File: src/rtl/nn_pkg.sv
// Shared constants for the fully-connected layer pipeline: default word width,
// per-layer neuron counts and the serializer state encoding.
package nn_pkg;

   localparam int DATA_W_DEFAULT  = 16;
   localparam int L1_NUM_NEURONS  = 30;
   localparam int L2_NUM_NEURONS  = 5;

   // Serializer states, kept as plain constants for compatibility with older tools
   localparam logic [0:0] ST_IDLE   = 1'b0;
   localparam logic [0:0] ST_STREAM = 1'b1;

endpackage

File: src/rtl/layer_stream_serializer.sv
// Captures one parallel layer output vector and replays it one word per beat,
// tagged with the element index, into the next layer's serial input.
module layer_stream_serializer
   import nn_pkg::*;
#(
   parameter  int NUM_NEURONS = L1_NUM_NEURONS,
   parameter  int data_width  = DATA_W_DEFAULT,
   localparam int IDX_W       = $clog2(NUM_NEURONS)
) (
   input  logic                              clk,
   input  logic                              rst,
   input  logic [NUM_NEURONS*data_width-1:0] in_vec,
   input  logic                              in_valid,
   output logic                              in_ready,
   output logic [data_width-1:0]             out_data,
   output logic [IDX_W-1:0]                  out_index,
   output logic                              out_valid,
   input  logic                              out_ready,
   output logic                              out_last,
   output logic                              busy,
   output logic                              drop_err
);

   localparam logic [IDX_W-1:0] LAST_IDX = IDX_W'(NUM_NEURONS - 1);

   logic [0:0]            state;
   logic [IDX_W-1:0]      idx;
   logic [data_width-1:0] buffer [NUM_NEURONS];
   logic                  in_valid_q;
   logic                  streaming;
   logic                  at_last;

   assign streaming = (state == ST_STREAM);
   assign at_last   = (idx == LAST_IDX);

   // Frame sequencing: capture in IDLE, advance the element index on each accepted beat
   always_ff @(posedge clk or negedge rst) begin
      if (!rst) begin
         state <= ST_IDLE;
         idx   <= '0;
      end else if (!streaming) begin
         if (in_valid) begin
            state <= ST_STREAM;
            idx   <= '0;
         end
      end else if (out_ready) begin
         if (at_last) begin
            state <= ST_IDLE;
            idx   <= '0;
         end else begin
            idx <= idx + 1'b1;
         end
      end
   end

   // Single frame buffer, written only on the capture edge so later in_vec changes are ignored
   always_ff @(posedge clk or negedge rst) begin
      if (!rst) begin
         for (int i = 0; i < NUM_NEURONS; i++) buffer[i] <= '0;
      end else if (!streaming && in_valid) begin
         for (int i = 0; i < NUM_NEURONS; i++)
            buffer[i] <= in_vec[i*data_width +: data_width];
      end
   end

   // Lost-frame flag: a source that keeps valid high while waiting on in_ready is only
   // backpressured; a valid that newly rises during a stream is a frame with nowhere to go.
   always_ff @(posedge clk or negedge rst) begin
      if (!rst) begin
         in_valid_q <= 1'b0;
         drop_err   <= 1'b0;
      end else begin
         in_valid_q <= in_valid;
         if (streaming && in_valid && !in_valid_q) drop_err <= 1'b1;
      end
   end

   assign in_ready  = !streaming;
   assign busy      = streaming;
   assign out_valid = streaming;
   assign out_index = idx;
   assign out_last  = streaming && at_last;
   assign out_data  = streaming ? buffer[idx] : '0;

endmodule

File: config.mk
export PLATFORM = sky130hd
export DESIGN_NAME = layer_stream_serializer
export DESIGN_NICKNAME = d
export VERILOG_FILES = /design/src/rtl/nn_pkg.sv /design/src/rtl/layer_stream_serializer.sv
export SDC_FILE = /design/constraint.sdc
export NUM_CORES = 1
export LEC_CHECK = 0
export ABC_AREA = 1
export CORE_MARGIN = 2
export CORE_UTILIZATION = 24
export CTS_CLUSTER_SIZE = 24
export DETAILED_ROUTE_END_ITERATION = 8
export PLACE_DENSITY = 0.44
export SETUP_SLACK_MARGIN = 0.05
export SYNTH_ARGS = -nofsm -noshare
export SYNTH_HDL_FRONTEND = slang
export SYNTH_SLANG_ARGS = --single-unit
File: constraint.sdc
create_clock -name clk -period 2.3 [get_ports clk]
set_clock_uncertainty 0.2 [all_clocks]
set_input_delay 0.345 -clock clk [delete_from_list [all_inputs] [get_ports clk]]
set_output_delay 0.345 -clock clk [all_outputs]
set_load 0.01 [all_outputs]
### Word-level counts from Yosys, hierarchy flattened

Index checks and enable logic that the tools add are counted.

| storage, ports and cells | value |
|---|---|
| logic and storage cells | 59 |
| bits in registers | 488 |

| cells by class | value |
|---|---|
| bitwise operators | 1 |
| reduce and logical (&&, ||, !) cells | 8 |
| equal/unequal tests | 2 |
| magnitude comparators | 1 |
| add/sub/neg operators | 1 |
| multiplexer cells | 12 |

Operator list:

| kind | count |
|---|---|
| $bmux W16 S5 | 1 |
| $mux W16 | 3 |
| $mux W5 | 4 |
| $ge A6 B6 Y1 const B | 1 |
| $not A5 Y6 | 1 |
| $add A5 B1 Y5 const B | 1 |
| $eq A5 B5 Y1 const B | 1 |
| $logic_and A1 B1 Y1 | 4 |
| $mux W1 | 4 |
| $logic_not A1 Y1 | 2 |
| $ne A2 B2 Y1 const B | 1 |
| $reduce_and A2 Y1 | 1 |
| $reduce_bool A2 Y1 | 1 |

### Depth between registers and ports, before layout

| logic depth | value |
|---|---|
| depth in word-level cells | 5 |
| mapped depth | 11 |
| depth with buffers taken out | 9 |

### Worst setup path before layout

No wires, ideal clock.

| timing | value |
|---|---|
| path kind | register to output |
| start point | reg idx[0], in the netlist out_index[0] |
| end point | out out_data[13] |
| arrival time | 1.461 ns |
| cell stages (with the launch flop) | 10 |
| slack | 0.294 ns |
| cell sequence | dfrtp_1 -> inv_1 -> buf_4 -> clkbuf_1 -> nand2_1 -> a21oi_1 -> nor2_1 -> nand2_1 -> nor2_1 -> nor2_1 |

| on the way | value |
|---|---|
| longest elaborated chain between the ends | 5 |

Ends and longest elaborated chain:

| what | RTL line | source |
|---|---|---|
| from (decl) | layer_stream_serializer.sv:27 | `logic [IDX_W-1:0] idx;` |
| from (signal assigned) | layer_stream_serializer.sv:51 | `idx <= idx + 1'b1;` |
| $not A5 Y6 (not written as such) | layer_stream_serializer.sv:83 | `assign out_data = streaming ? buffer[idx] : '0;` |
| $bmux W16 S5 | layer_stream_serializer.sv:83 |  |
| $mux W16 (not written as such) (2 in a row) | layer_stream_serializer.sv:83 |  |
| $mux W16 | layer_stream_serializer.sv:83 |  |
| to (decl) | layer_stream_serializer.sv:15 | `output logic [data_width-1:0] out_data,` |

Every way passes these cells. The select of a mux whose other input is x is not followed.

### Final worst setup path

| timing | value |
|---|---|
| start point | reg idx[1], in the netlist out_index[1] |
| end point | out out_data[7] |

Same word-level chain as after synthesis.

==> summary.md <==
| Metric | Value |
|---|---|
| Clk pwr share | about 22% |
| DRC Markers | 0 |
| Combinational share of power | 46.9% |
| Warnings from Yosys | 0 |
| Port bufs | 509 |
| Core area | 96700 um2 |
| CP Launch Point | out_index[1]$_DFFE_PN0P_ |
| Hold Path Sink | buffer[205]$_DFFE_PN0P_ |
| PwrDens | 1190 nW/um2 |
| Register area share after synthesis | a little over half |
| Drt initial violations | between 1000 and 1500 |
| Clock transition at the registers of the reported paths | roughly 0.060 ns |
| Clk_lat worst skew | 0.64 ns |
| Worst hold slack | 0.0821 ns |
| Dpl cells | 4619 |
| Sw Pwr | 16.7 mW |
| Share of layout cells above drive strength 1 | between 20% and 30% |
| Io pins | 510 |
| HP Start | in_vec[285] |
| Clk root buf | clkbuf_16 |
| First-pass GRT wire length | 147 mm |
| Area contributors post-synth | dfrtp_1 (52%), mux2_2 (11%), nand2_1 (10%), nor2_1 (7.5%), a21oi_1 (6.5%) |
| CTS tree | built |
| Synthesized Nets | about 3300 |
| Max-Cap Viols | 0 |
| GRT overflow | 0 |
| Nets | 3947 |
| Internal | between 20 and 30 mW |
| RSZ-0062 raised after global routing | yes |
| Final setup margin | -0.760 ns |
| Run status | finished with violations |
| P&R area growth vs syn | 54.7% |
| Register-to-Register Setup Slack | 0.24 ns |
| Die height | 317 um |
| Mapped cell area | 23400 um2 |
| Buffers & Inverters on Critical Path | 5 |
| Total track usage | 20.2% |
| Drt first pass iters | 5 |
| Detail Route Antenna Nets | 0 |
| DP HPWL | between 70 and 80 mm |
| GPL Wtd Cong | 0.829 |
| Cells after synthesis | 2799 |
| Rows | 114 |
| Clock buffer depth | 3 |
| Initial Util | 24.2% |
| Kind of end point of the critical path | output port |
| Worst Hold Class | input port to flip-flop |
| R2r worst-path depth | 9 |
| Sequential fraction of design power | 30.9% |
| Fin. Hold Viols | 0 |
| Worst R2R End | out_index[4]$_DFFE_PN0P_ |
| Area leader, netlist | dfrtp_1 |
| Most used cell, CP | nor2_4 |
| Worst EP arrival | 2.52 ns |
| Peak supply drop | slightly below 0.6 mV |
| Area occupied by multi-input gates | 11000 um2 |
| Critical path type | flip-flop to output port |
| Worst Path Required | 1.75 ns |
| WL final | 103 mm |
| Vias post-DR | 21200 |
| H-tree depth | 2 |
| Fin util | 37.5% |
| Average size of a mapped cell | 8.38 um2 |
| Period minus WS final | roughly 3 ns |
| Critical path startpoint category | flip-flop |
| Fmax | 0.327 GHz |
| TritonCTS buffer count | 59 |
| Fin crit share | 133% |
| Worst Hold Path Cells | 3 |
| Worst-Margin Slew | 0.635 ns |
| Die ar. | 100000 um2 |
| Vias in the first global route | 21800 |
| Relative slew slack | 57.5% |
| CP max stage delay | ~0.56 ns |
| Vias per cell | 4.42 |
| Leakage power total | 17.3 nW |
| RR Startpoint | out_index[0]$_DFFE_PN0P_ |
| Register area | 12200 um2 |
| Largest net degree at the start of global routing | 90 |
| Crit path max-delay cell type | dfrtp_4 |
| Finish-stage setup viols | 19 |
| Total negative slack | -11.93 ns |
| DR WL/cell | 21.4 um |
| Antenna violations before repair | 19 |
| Unique masters post-synth | 22 |
| TritonCTS Sinks | between 400 and 500 |
| Die width | ~320 um |
| Switching Fraction | 38.8% |
| Layout fillers | around 10000 |
| Cell Chain, Critical Path | inv_8 -> buf_12 -> buf_6 -> buf_4 -> nand3_2 -> nand3_1 -> nand2_2 -> nor2_4 -> nor2_4 -> nor2_4 -> buf_6 |
| Top-area cell type share of the netlist area | a little over half |
| Failing checks | setup timing |
| #FFs+latches synth | 488 |
| Pins Over Slew Limit | 0 |
| Cell Count, Final, Fillers Out | roughly 4800 |
| CP top delay family | simple AND/OR/NAND/NOR gates |
| CP max FO | 7 |
## placed cells by master (no fill, tap or decap), types with 3 or more instances in the layout
master,n
a21oi_1,282
clkinvlp_4,3
a21oi_2,17
o22ai_1,4
a21oi_4,5
clkbuf_16,63
buf_6,46
o21ai_0,21
o21ai_1,10
bufinv_16,4
clkdlybuf4s50_1,483
nand3_1,90
clkinv_2,10
buf_4,158
nand3_2,76
clkbuf_1,18
buf_12,57
nand3_4,12
inv_1,257
buf_8,8
nor2_1,376
clkbuf_8,13
diode_2,6
nand2_1,539
bufbuf_16,3
inv_2,4
dlygate4sd2_1,6
buf_16,11
mux2_2,224
nand2_2,77
nor2_2,32
dfrtp_1,484
nand2_4,32
nor2_4,62
## flip-flops by register name (all words and copies together) (netlist names)
name and count:
in_valid_q 1, busy 1, drop_err 1, buffer 480, out_index 5
## tightest hold or removal path, cell delays in order
cell and delay, ns:
clkdlybuf4s50_1 0.40, nor2_1 0.10, a21oi_1 0.04
## Yosys cell counts
cell / n
xnor2_1: 1
nor2_1: 469
nand2_2: 1
xor2_1: 1
o31ai_1: 1
dfrtp_1: 488
o21ai_0: 34
o22ai_1: 4
ha_1: 2
mux2_2: 224
buf_4: 9
buf_1: 16
clkbuf_1: 35
nor2_2: 1
clkinv_1: 2
inv_2: 1
nand3_1: 178
a21oi_1: 304
buf_2: 119
nand2_1: 647
inv_1: 261
o21bai_1: 1
## metal layers
| metal | vias up | part of all wire [%] | track usage (%) |
|---|---|---|---|
| met4 | 24 | 2.6 | 5.64 |
| met1 | 10300 | 46 | 27.8 |
| met2 | 554 | 45 | 31.3 |
| li1 | 10200 | - | - |
| met3 | 143 | 6.8 | 5.04 |
| met5 | - | 0.16 | 0 |
## cells by family (layout without fill, tap and decap cells)
logic type | Yosys count | after routing | share of synthesized area (%)
other cells | 0 | 6 | 0
compound gates | 344 | 344 | 7.39
xor+xnor | 2 | 2 | 0.0747
buf+inv | 443 | 1155 | 7.87
mux | 224 | 224 | 10.8
flops | 488 | 488 | 52.1
simple gates | 1296 | 1296 | 21.7
fa+ha+maj | 2 | 2 | 0.107
## worst max path at each step
| stage | to | slack (ns) | cells after the start |
|---|---|---|---|
| 2_1_floorplan | out_data[13] | 0.29 | 9 |
| 3_3_place_gp | out_data[8] | -0.70 | 10 |
| 3_5_place_dp | out_data[10] | -0.69 | 11 |
| 4_1_cts | out_data[6] | -0.84 | 13 |
| 5_1_grt | out_data[5] | -0.88 | 13 |
| 6_report | out_data[7] | -0.76 | 11 |
## what timing repair did
item / CTS / global route
hold buffers: 2 / 0
gates cloned: 14 / 4
gates resized for setup: 377 / 198
setup buffers: 39 / 9
endpoints found under the setup margin: 25 / 20
pin swaps: 102 / 123
hold endpoints to repair: 376 / 0
## area by class of cell
| class | instances | area share, % |
|---|---|---|
| Antenna cell | 6 | 0.0414 |
| Clock buffer | 90 | 4.75 |
| Clock inverter | 21 | 0.669 |
| Inverter | 264 | 2.83 |
| Multi-Input combinational cell | 1868 | 30.5 |
| Sequential cell | 488 | 33.7 |
| Tap cell | 1276 | 4.40 |
| Timing Repair Buffer | 779 | 23.1 |
| Timing Repair inverter | 1 | 0.0552 |
## power groups by stage
stage / combinational [mW] / clock (mW) / sequential [mW]
after floorplan: 8.09 / 0 / 12.8
after global placement: 15.7 / 0 / 13.3
after detailed placement: 15.8 / 0 / 13.4
after CTS: 18.9 / 9.81 / 13.3
after global routing: 21.9 / 10.1 / 13.6
final: 20.2 / 9.57 / 13.3
## per-stage QoR
step           power [mW]  cell area, um2  setup WS [ns]
2_1_floorplan        20.9           23400          0.294
3_3_place_gp         29.1           31500         -0.703
3_5_place_dp         29.2           31500         -0.691
4_1_cts              42.0           35400         -0.837
5_1_grt              45.7           36300         -0.884
6_report             43.0           36300         -0.760
(Power assumes the default switching activity.)
